===== config.mk =====
export PLATFORM = sky130hd
export DESIGN_NAME = dcache_flush_seq
export DESIGN_NICKNAME = d
export VERILOG_FILES = /design/src/rtl/dcache_flush_seq.sv
export SDC_FILE = /design/constraint.sdc
export NUM_CORES = 1
export LEC_CHECK = 0
export CORE_MARGIN = 5
export CORE_UTILIZATION = 44
export CTS_CLUSTER_DIAMETER = 60
export DETAILED_ROUTE_END_ITERATION = 16
export GPL_TIMING_DRIVEN = 0
export HOLD_SLACK_MARGIN = 0.03
export PLACE_DENSITY_LB_ADDON = 0.3
export SETUP_SLACK_MARGIN = 0.1
export SKIP_LAST_GASP = 1
export SYNTH_ARGS = -nofsm -noshare
export SYNTH_HDL_FRONTEND = slang
export SYNTH_SLANG_ARGS = --single-unit

===== constraint.sdc =====
create_clock -name clk_i -period 2.3 [get_ports clk_i]
set_input_delay 0.46 -clock clk_i [delete_from_list [all_inputs] [get_ports clk_i]]
set_output_delay 0.46 -clock clk_i [all_outputs]
set_load 0.005 [all_outputs]

===== src/rtl/dcache_flush_seq.sv =====
// rtl/dcache_flush_seq.sv - write-back-and-invalidate walker over every data cache set
// Optional build macro DCACHE_FLUSH_STATS_EN adds write-back and busy-cycle counters.
module dcache_flush_seq #(
  parameter int SET_ASSOC   = 8,
  parameter int INDEX_W     = 12,
  parameter int BYTE_OFFSET = 4,
  parameter int TAG_W       = 44,
  localparam int ADDR_W     = TAG_W + INDEX_W,
  localparam int WAY_W      = (SET_ASSOC > 1) ? $clog2(SET_ASSOC) : 1
) (
  input  logic                       clk_i,
  input  logic                       rst_ni,
  input  logic                       clr_i,
  input  logic                       flush_i,
  output logic                       flush_ack_o,
  output logic                       busy_o,
  output logic [SET_ASSOC-1:0]       sram_req_o,
  output logic                       sram_we_o,
  output logic [INDEX_W-1:0]         sram_addr_o,
  input  logic                       sram_gnt_i,
  input  logic [SET_ASSOC-1:0]       sram_valid_i,
  input  logic [SET_ASSOC-1:0]       sram_dirty_i,
  input  logic [SET_ASSOC*TAG_W-1:0] sram_tag_i,
  output logic                       wb_valid_o,
  input  logic                       wb_ready_i,
  output logic [ADDR_W-1:0]          wb_addr_o,
  output logic [WAY_W-1:0]           wb_way_o
`ifdef DCACHE_FLUSH_STATS_EN
  ,
  output logic [15:0]                wb_count_o,
  output logic [31:0]                cycle_count_o
`endif
);

  localparam int SET_W = INDEX_W - BYTE_OFFSET;

  typedef enum logic [2:0] {IDLE, RD, CHK, WB, CLR, DONE} state_e;

  state_e                     state_q, state_d;
  logic [SET_W-1:0]           index_q;
  logic [SET_ASSOC-1:0]       pend_q;
  logic [SET_ASSOC-1:0]       pend_rest;
  logic [SET_ASSOC*TAG_W-1:0] tag_q;
  logic [WAY_W-1:0]           way_sel;
  logic                       start;
  logic                       last_set;
  logic                       wb_fire;

  assign start     = (state_q == IDLE) && flush_i;
  assign last_set  = &index_q;
  assign wb_fire   = (state_q == WB) && wb_ready_i;
  // pend with its lowest set bit removed: what remains after the current write-back
  assign pend_rest = pend_q & (pend_q - SET_ASSOC'(1));

  always_comb begin
    way_sel = '0;
    for (int i = SET_ASSOC - 1; i >= 0; i--) begin
      if (pend_q[i]) way_sel = WAY_W'(i);
    end
  end

  always_ff @(posedge clk_i or negedge rst_ni) begin
    if (!rst_ni) begin
      state_q <= IDLE;
    end else if (clr_i) begin
      state_q <= IDLE;
    end else begin
      state_q <= state_d;
    end
  end

  always_comb begin
    state_d = state_q;
    case (state_q)
      IDLE: if (flush_i) state_d = RD;
      RD:   if (sram_gnt_i) state_d = CHK;
      CHK:  state_d = (|(sram_valid_i & sram_dirty_i)) ? WB : CLR;
      WB:   if (wb_fire && (pend_rest == '0)) state_d = CLR;
      CLR:  if (sram_gnt_i) state_d = last_set ? DONE : RD;
      DONE: state_d = IDLE;
      default: state_d = IDLE;
    endcase
  end

  always_comb begin
    flush_ack_o = 1'b0;
    sram_req_o  = '0;
    sram_we_o   = 1'b0;
    sram_addr_o = '0;
    wb_valid_o  = 1'b0;
    wb_addr_o   = '0;
    wb_way_o    = '0;
    case (state_q)
      RD: begin
        sram_req_o  = '1;
        sram_addr_o = {index_q, {BYTE_OFFSET{1'b0}}};
      end
      CLR: begin
        sram_req_o  = '1;
        sram_we_o   = 1'b1;
        sram_addr_o = {index_q, {BYTE_OFFSET{1'b0}}};
      end
      WB: begin
        wb_valid_o = 1'b1;
        wb_addr_o  = {tag_q[way_sel*TAG_W +: TAG_W], index_q, {BYTE_OFFSET{1'b0}}};
        wb_way_o   = way_sel;
      end
      DONE: flush_ack_o = 1'b1;
      default: ;
    endcase
  end

  assign busy_o = (state_q != IDLE);

  always_ff @(posedge clk_i or negedge rst_ni) begin
    if (!rst_ni) begin
      index_q <= '0;
      pend_q  <= '0;
      tag_q   <= '0;
    end else if (clr_i) begin
      index_q <= '0;
      pend_q  <= '0;
      tag_q   <= '0;
    end else begin
      if (start) index_q <= '0;
      // the counter never wraps: the last set goes to DONE instead of incrementing
      if ((state_q == CLR) && sram_gnt_i && !last_set) index_q <= index_q + SET_W'(1);
      if (state_q == CHK) begin
        pend_q <= sram_valid_i & sram_dirty_i;
        tag_q  <= sram_tag_i;
      end
      if (wb_fire) pend_q <= pend_rest;
    end
  end

`ifdef DCACHE_FLUSH_STATS_EN
  logic [15:0] wb_cnt_q;
  logic [31:0] cyc_cnt_q;

  always_ff @(posedge clk_i or negedge rst_ni) begin
    if (!rst_ni) begin
      wb_cnt_q  <= '0;
      cyc_cnt_q <= '0;
    end else if (clr_i || start) begin
      wb_cnt_q  <= '0;
      cyc_cnt_q <= '0;
    end else begin
      if (wb_fire && (wb_cnt_q != '1)) wb_cnt_q <= wb_cnt_q + 16'd1;
      if (busy_o && (cyc_cnt_q != '1)) cyc_cnt_q <= cyc_cnt_q + 32'd1;
    end
  end

  assign wb_count_o    = wb_cnt_q;
  assign cycle_count_o = cyc_cnt_q;
`endif

endmodule


==> run_summary.xml <==
<?xml version="1.0" encoding="UTF-8"?>
<metrics>
  <group name="outcome">
    <metric name="run_status" unit="">complete, but fails checks</metric>
    <metric name="failed_checks" unit="">setup timing</metric>
  </group>
  <group name="global_routing">
    <metric name="globalRouteMet3Util" unit="%">6.320</metric>
    <metric name="grt.met1_usage" unit="%">41.98</metric>
    <metric name="grt_util_met2" unit="%">49.75</metric>
    <metric name="first_global_vias" unit="">15900</metric>
    <metric name="antenna_violations_before_repair" unit="">18</metric>
    <metric name="grt_pass1_wl" unit="um">98830</metric>
    <metric name="remaining_global_route_overflow" unit="">0</metric>
    <metric name="grt_use_total" unit="%">31.17</metric>
    <metric name="top_usage_layer" unit="">met2</metric>
    <metric name="maximum_number_of_pins_on_one_net_before_global_route_repair" unit="">127</metric>
  </group>
  <group name="timing">
    <metric name="setup_viol_count_final" unit="">72</metric>
    <metric name="hold_viol" unit="">0</metric>
    <metric name="slew_violations" unit="">0</metric>
    <metric name="fin_ws" unit="ns">-1.066</metric>
    <metric name="clock.fmax" unit="MHz">297.1</metric>
    <metric name="setup_total_negative_slack" unit="ns">-50.15</metric>
    <metric name="worst_slew_margin_rel" unit="%">54.34</metric>
    <metric name="rsz0062_at_grt" unit="">yes</metric>
    <metric name="worst_pin_slew" unit="ns">0.6849</metric>
    <metric name="fin_worst_hold_slack" unit="ns">0.4034</metric>
    <metric name="clock_skew" unit="ns">0.03314</metric>
    <metric name="timing.final.crit_period" unit="ns">3.366</metric>
    <metric name="layout_worst_path_cycle_share" unit="%">146.4</metric>
  </group>
  <group name="clock_network">
    <metric name="root_buffer" unit="">sky130_fd_sc_hd__clkbuf_16</metric>
    <metric name="tritoncts.num_buffers" unit="">42</metric>
    <metric name="insertion_delay" unit="ns">0.57</metric>
    <metric name="clk_transition_reported_paths" unit="ns">0.07</metric>
    <metric name="ctsHtreeMaxLevel" unit="">2</metric>
    <metric name="ctsLongestPathBuffers" unit="">3</metric>
    <metric name="cts.sink_count" unit="">371</metric>
    <metric name="clock_tree_from_tritoncts" unit="">built</metric>
  </group>
  <group name="worst_setup_path">
    <metric name="crit_path_max_fanout" unit="">8</metric>
    <metric name="crit_path_category" unit="">reg2out</metric>
    <metric name="startpoint_type" unit="">flop</metric>
    <metric name="element_type_at_the_critical_path_end" unit="">output port</metric>
    <metric name="worst_path_required" unit="ns">1.84</metric>
    <metric name="critical_path_at" unit="ns">2.91</metric>
  </group>
  <group name="logic_synthesis">
    <metric name="sequential_cell_area_fraction_in_the_yosys_report" unit="%">55.28</metric>
    <metric name="synth.ff_latch_count" unit="">371</metric>
    <metric name="synth.lib_cells_used.distinct" unit="">54</metric>
    <metric name="async_flop_share" unit="%">100.0</metric>
    <metric name="syn-instance-count" unit="">1463</metric>
    <metric name="synth-main-ff-cell" unit="">sky130_fd_sc_hd__dfrtp_1</metric>
    <metric name="post_synth_instance_area" unit="sq um">16790</metric>
    <metric name="synthesis.yosys.warnings" unit="">0</metric>
    <metric name="synth_edf_count" unit="">0</metric>
    <metric name="postSynthAreaPerCell" unit="sq um">11.48</metric>
  </group>
  <group name="drt">
    <metric name="drt_first_iter_violations" unit="">1499</metric>
    <metric name="first_pass_iters" unit="">5</metric>
    <metric name="drt-wirelength-per-cell" unit="um">26.97</metric>
    <metric name="wl" unit="um">70870</metric>
    <metric name="post_drt_via_cell_ratio" unit="">6.050</metric>
    <metric name="via_count" unit="">15900</metric>
    <metric name="remaining_number_of_nets_flagged_by_the_antenna_check_after_routing" unit="">0</metric>
    <metric name="drc" unit="">0</metric>
  </group>
  <group name="place">
    <metric name="pre_cts_slack" unit="ns">-1.644</metric>
    <metric name="dp_hpwl" unit="um">47500</metric>
    <metric name="gp_congestion" unit="">0.8662</metric>
    <metric name="port_buffers" unit="">448</metric>
  </group>
  <group name="floorplanning">
    <metric name="die_wd" unit="um">205.4</metric>
    <metric name="io_pins" unit="">457</metric>
    <metric name="core-area" unit="sq um">37670</metric>
    <metric name="fp.dieH" unit="um">205.4</metric>
    <metric name="initial_core_util" unit="%">44.59</metric>
    <metric name="floorplan.rows" unit="">71</metric>
    <metric name="die_area" unit="sq um">42170</metric>
  </group>
  <group name="layout">
    <metric name="fillCellCount" unit="">2775</metric>
    <metric name="final_util" unit="%">68.54</metric>
    <metric name="final_net_count" unit="">2444</metric>
    <metric name="final_layout_size_suffix_gt1_share" unit="%">24.95</metric>
    <metric name="area_growth" unit="%">53.73</metric>
  </group>
  <group name="pwr">
    <metric name="irDropWorstVdd" unit="mV">0.4436</metric>
    <metric name="powerDensity" unit="nW/um^2">671.1</metric>
    <metric name="standby_leakage_power" unit="nW">11.84</metric>
  </group>
  <group name="job">
    <metric name="maxCapViolCount" unit="">0</metric>
  </group>
  <group name="min_path">
    <metric name="hp-class" unit="">in2async</metric>
  </group>
</metrics>
-- final timing paths --
path,slack [ns],depth (start not counted),from,end
max in group asynchronous,0.51,4,rst_ni,tag_q[230]
worst min-delay path,0.40,2,rst_ni,tag_q[336]
worst max-delay path,-1.07,11,pend_q[4],wb_addr_o[33]
worst min register to register,0.50,1,tag_q[314],tag_q[314]
worst max register to register,0.01,8,index_q[0],index_q[6]
min in group clk_i,0.46,3,sram_dirty_i[4],pend_q[4]
-- worst max-delay path, cell delays in order (launching register included) --
cell and delay (ns):
sky130_fd_sc_hd__dfrtp_2 0.45, sky130_fd_sc_hd__nor2_4 0.16, sky130_fd_sc_hd__o21ai_4 0.09, sky130_fd_sc_hd__a211oi_4 0.24
sky130_fd_sc_hd__buf_6 0.19, sky130_fd_sc_hd__buf_12 0.19, sky130_fd_sc_hd__buf_12 0.13, sky130_fd_sc_hd__buf_12 0.13
sky130_fd_sc_hd__mux2i_4 0.25, sky130_fd_sc_hd__o22ai_4 0.10, sky130_fd_sc_hd__a211o_1 0.25, sky130_fd_sc_hd__buf_2 0.13
-- synth_stat cells (2+ instances only) --
| master | n | share of area [%] |
|---|---|---|
| sky130_fd_sc_hd__dfrtp_1 | 371 | 55 |
| sky130_fd_sc_hd__a22o_1 | 352 | 18 |
| sky130_fd_sc_hd__nand2_1 | 237 | 5.3 |
| sky130_fd_sc_hd__mux2i_1 | 88 | 5.2 |
| sky130_fd_sc_hd__clkbuf_1 | 82 | 1.8 |
| sky130_fd_sc_hd__a21oi_1 | 51 | 1.5 |
| sky130_fd_sc_hd__a211o_1 | 45 | 2.3 |
| sky130_fd_sc_hd__o22ai_2 | 39 | 2.9 |
| sky130_fd_sc_hd__buf_2 | 37 | 1.1 |
| sky130_fd_sc_hd__nor2_1 | 23 | 0.51 |
| sky130_fd_sc_hd__o21ai_0 | 23 | 0.69 |
| sky130_fd_sc_hd__buf_4 | 20 | 0.89 |
| sky130_fd_sc_hd__and2_1 | 18 | 0.67 |
| sky130_fd_sc_hd__inv_1 | 6 | 0.13 |
| sky130_fd_sc_hd__o22ai_1 | 6 | 0.22 |
| sky130_fd_sc_hd__buf_6 | 4 | 0.27 |
| sky130_fd_sc_hd__nand2b_1 | 4 | 0.15 |
| sky130_fd_sc_hd__nand3_1 | 4 | 0.12 |
| sky130_fd_sc_hd__nor3_1 | 4 | 0.12 |
| sky130_fd_sc_hd__and3_1 | 3 | 0.11 |
| sky130_fd_sc_hd__nor2b_1 | 3 | 0.11 |
| sky130_fd_sc_hd__o211ai_1 | 3 | 0.13 |
| sky130_fd_sc_hd__o31ai_1 | 3 | 0.13 |
| sky130_fd_sc_hd__a211oi_1 | 2 | 0.089 |
| sky130_fd_sc_hd__a211oi_2 | 2 | 0.15 |
| sky130_fd_sc_hd__buf_1 | 2 | 0.045 |
| sky130_fd_sc_hd__nand3b_1 | 2 | 0.089 |
| sky130_fd_sc_hd__o21ai_1 | 2 | 0.060 |
| sky130_fd_sc_hd__or3_1 | 2 | 0.074 |
-- cells in the final DEF, fill, tap and decap left out, types with 4 or more instances in the layout --
cell type                         count
sky130_fd_sc_hd__a211o_1             45
sky130_fd_sc_hd__a21oi_1             51
sky130_fd_sc_hd__a22o_1             352
sky130_fd_sc_hd__and2_4              16
sky130_fd_sc_hd__buf_12              28
sky130_fd_sc_hd__buf_16               4
sky130_fd_sc_hd__buf_2               39
sky130_fd_sc_hd__buf_4               85
sky130_fd_sc_hd__buf_6               62
sky130_fd_sc_hd__buf_8                9
sky130_fd_sc_hd__clkbuf_1            17
sky130_fd_sc_hd__clkbuf_16           49
sky130_fd_sc_hd__clkbuf_2            64
sky130_fd_sc_hd__clkbuf_4            11
sky130_fd_sc_hd__clkbuf_8            18
sky130_fd_sc_hd__clkdlybuf4s50_1    372
sky130_fd_sc_hd__clkinv_2             7
sky130_fd_sc_hd__conb_1               8
sky130_fd_sc_hd__dfrtp_1            364
sky130_fd_sc_hd__dfrtp_2              7
sky130_fd_sc_hd__diode_2             17
sky130_fd_sc_hd__inv_1                5
sky130_fd_sc_hd__mux2i_1             42
sky130_fd_sc_hd__mux2i_2             16
sky130_fd_sc_hd__mux2i_4             30
sky130_fd_sc_hd__nand2_1            235
sky130_fd_sc_hd__nand2b_1             4
sky130_fd_sc_hd__nand3_1              4
sky130_fd_sc_hd__nor2_1              15
sky130_fd_sc_hd__nor2_4               8
sky130_fd_sc_hd__o21ai_0             22
sky130_fd_sc_hd__o22ai_1              6
sky130_fd_sc_hd__o22ai_2             26
sky130_fd_sc_hd__o22ai_4             13
-- per-layer routing --
| layer | share of wire [%] | routed length (um) |
|---|---|---|
| met1 | 39 | 27300 |
| met2 | 47 | 33320 |
| met5 | 0.065 | 46 |
| met4 | 4.4 | 3133 |
| met3 | 10 | 7069 |
-- cells by family (layout without fill, tap and decap cells) --
logic type	count (synthesis)	after routing	share of synthesized area (%)
AOI/OAI and AO/OA	537	537	27.11
adders and majority gates	1	1	0.07449
other	1	25	0.02233
xor gates and xnor gates	1	1	0.05216
muxes	88	88	5.245
buffers and inverters	153	783	4.329
and+or+nand+nor	311	311	7.883
DFF	371	371	55.28
-- metrics by stage --
stage | instance area [sq um] | instances | power (W)
floorplan | 16920 | 1470 | 0.008105
detailed placement | 22130 | 2432 | 0.009526
CTS | 24760 | 2570 | 0.01688
finish | 25820 | 2628 | 0.01733
global placement | 22050 | 2429 | 0.009479
global route | 25810 | 2624 | 0.01778
-- where the power goes --
part	switching (W)	internal [W]
Combinational	0.00156	0.00172
Clock	0.00282	0.00419
Sequential	0.000218	0.00682
Total	0.00460	0.0127
-- state kept, by name, indices dropped and copies added (netlist names) --
register	cells
pend_q	8
state_q	3
tag_q	352
index_q	8
-- timing repair --
| item | 4_1_cts | 5_1_grt |
|---|---|---|
| cloned | 3 | 3 |
| buffers inserted | 59 | 46 |
| hold endpoints to repair | 54 | 0 |
| setup endpoints to repair | 432 | 307 |
| hold buffers | 1 | 0 |
| resized for setup | 439 | 269 |
| pin swaps | 49 | 62 |
-- layout make-up --
class                      count  area (sq um)  share of cell area, %
buffer                       146          1265                  4.900
multi-input combinational    946          7577                  29.35
timing repair buffer         555          5523                  21.39
clock buffer                  61          1276                  4.943
antenna                       17         42.54                 0.1648
tap                          511         639.4                  2.476
sequential                   371          9293                  35.99
inverter                       7         43.79                 0.1696
clock inverter                14         157.7                 0.6106
(Power assumes the default switching activity.)
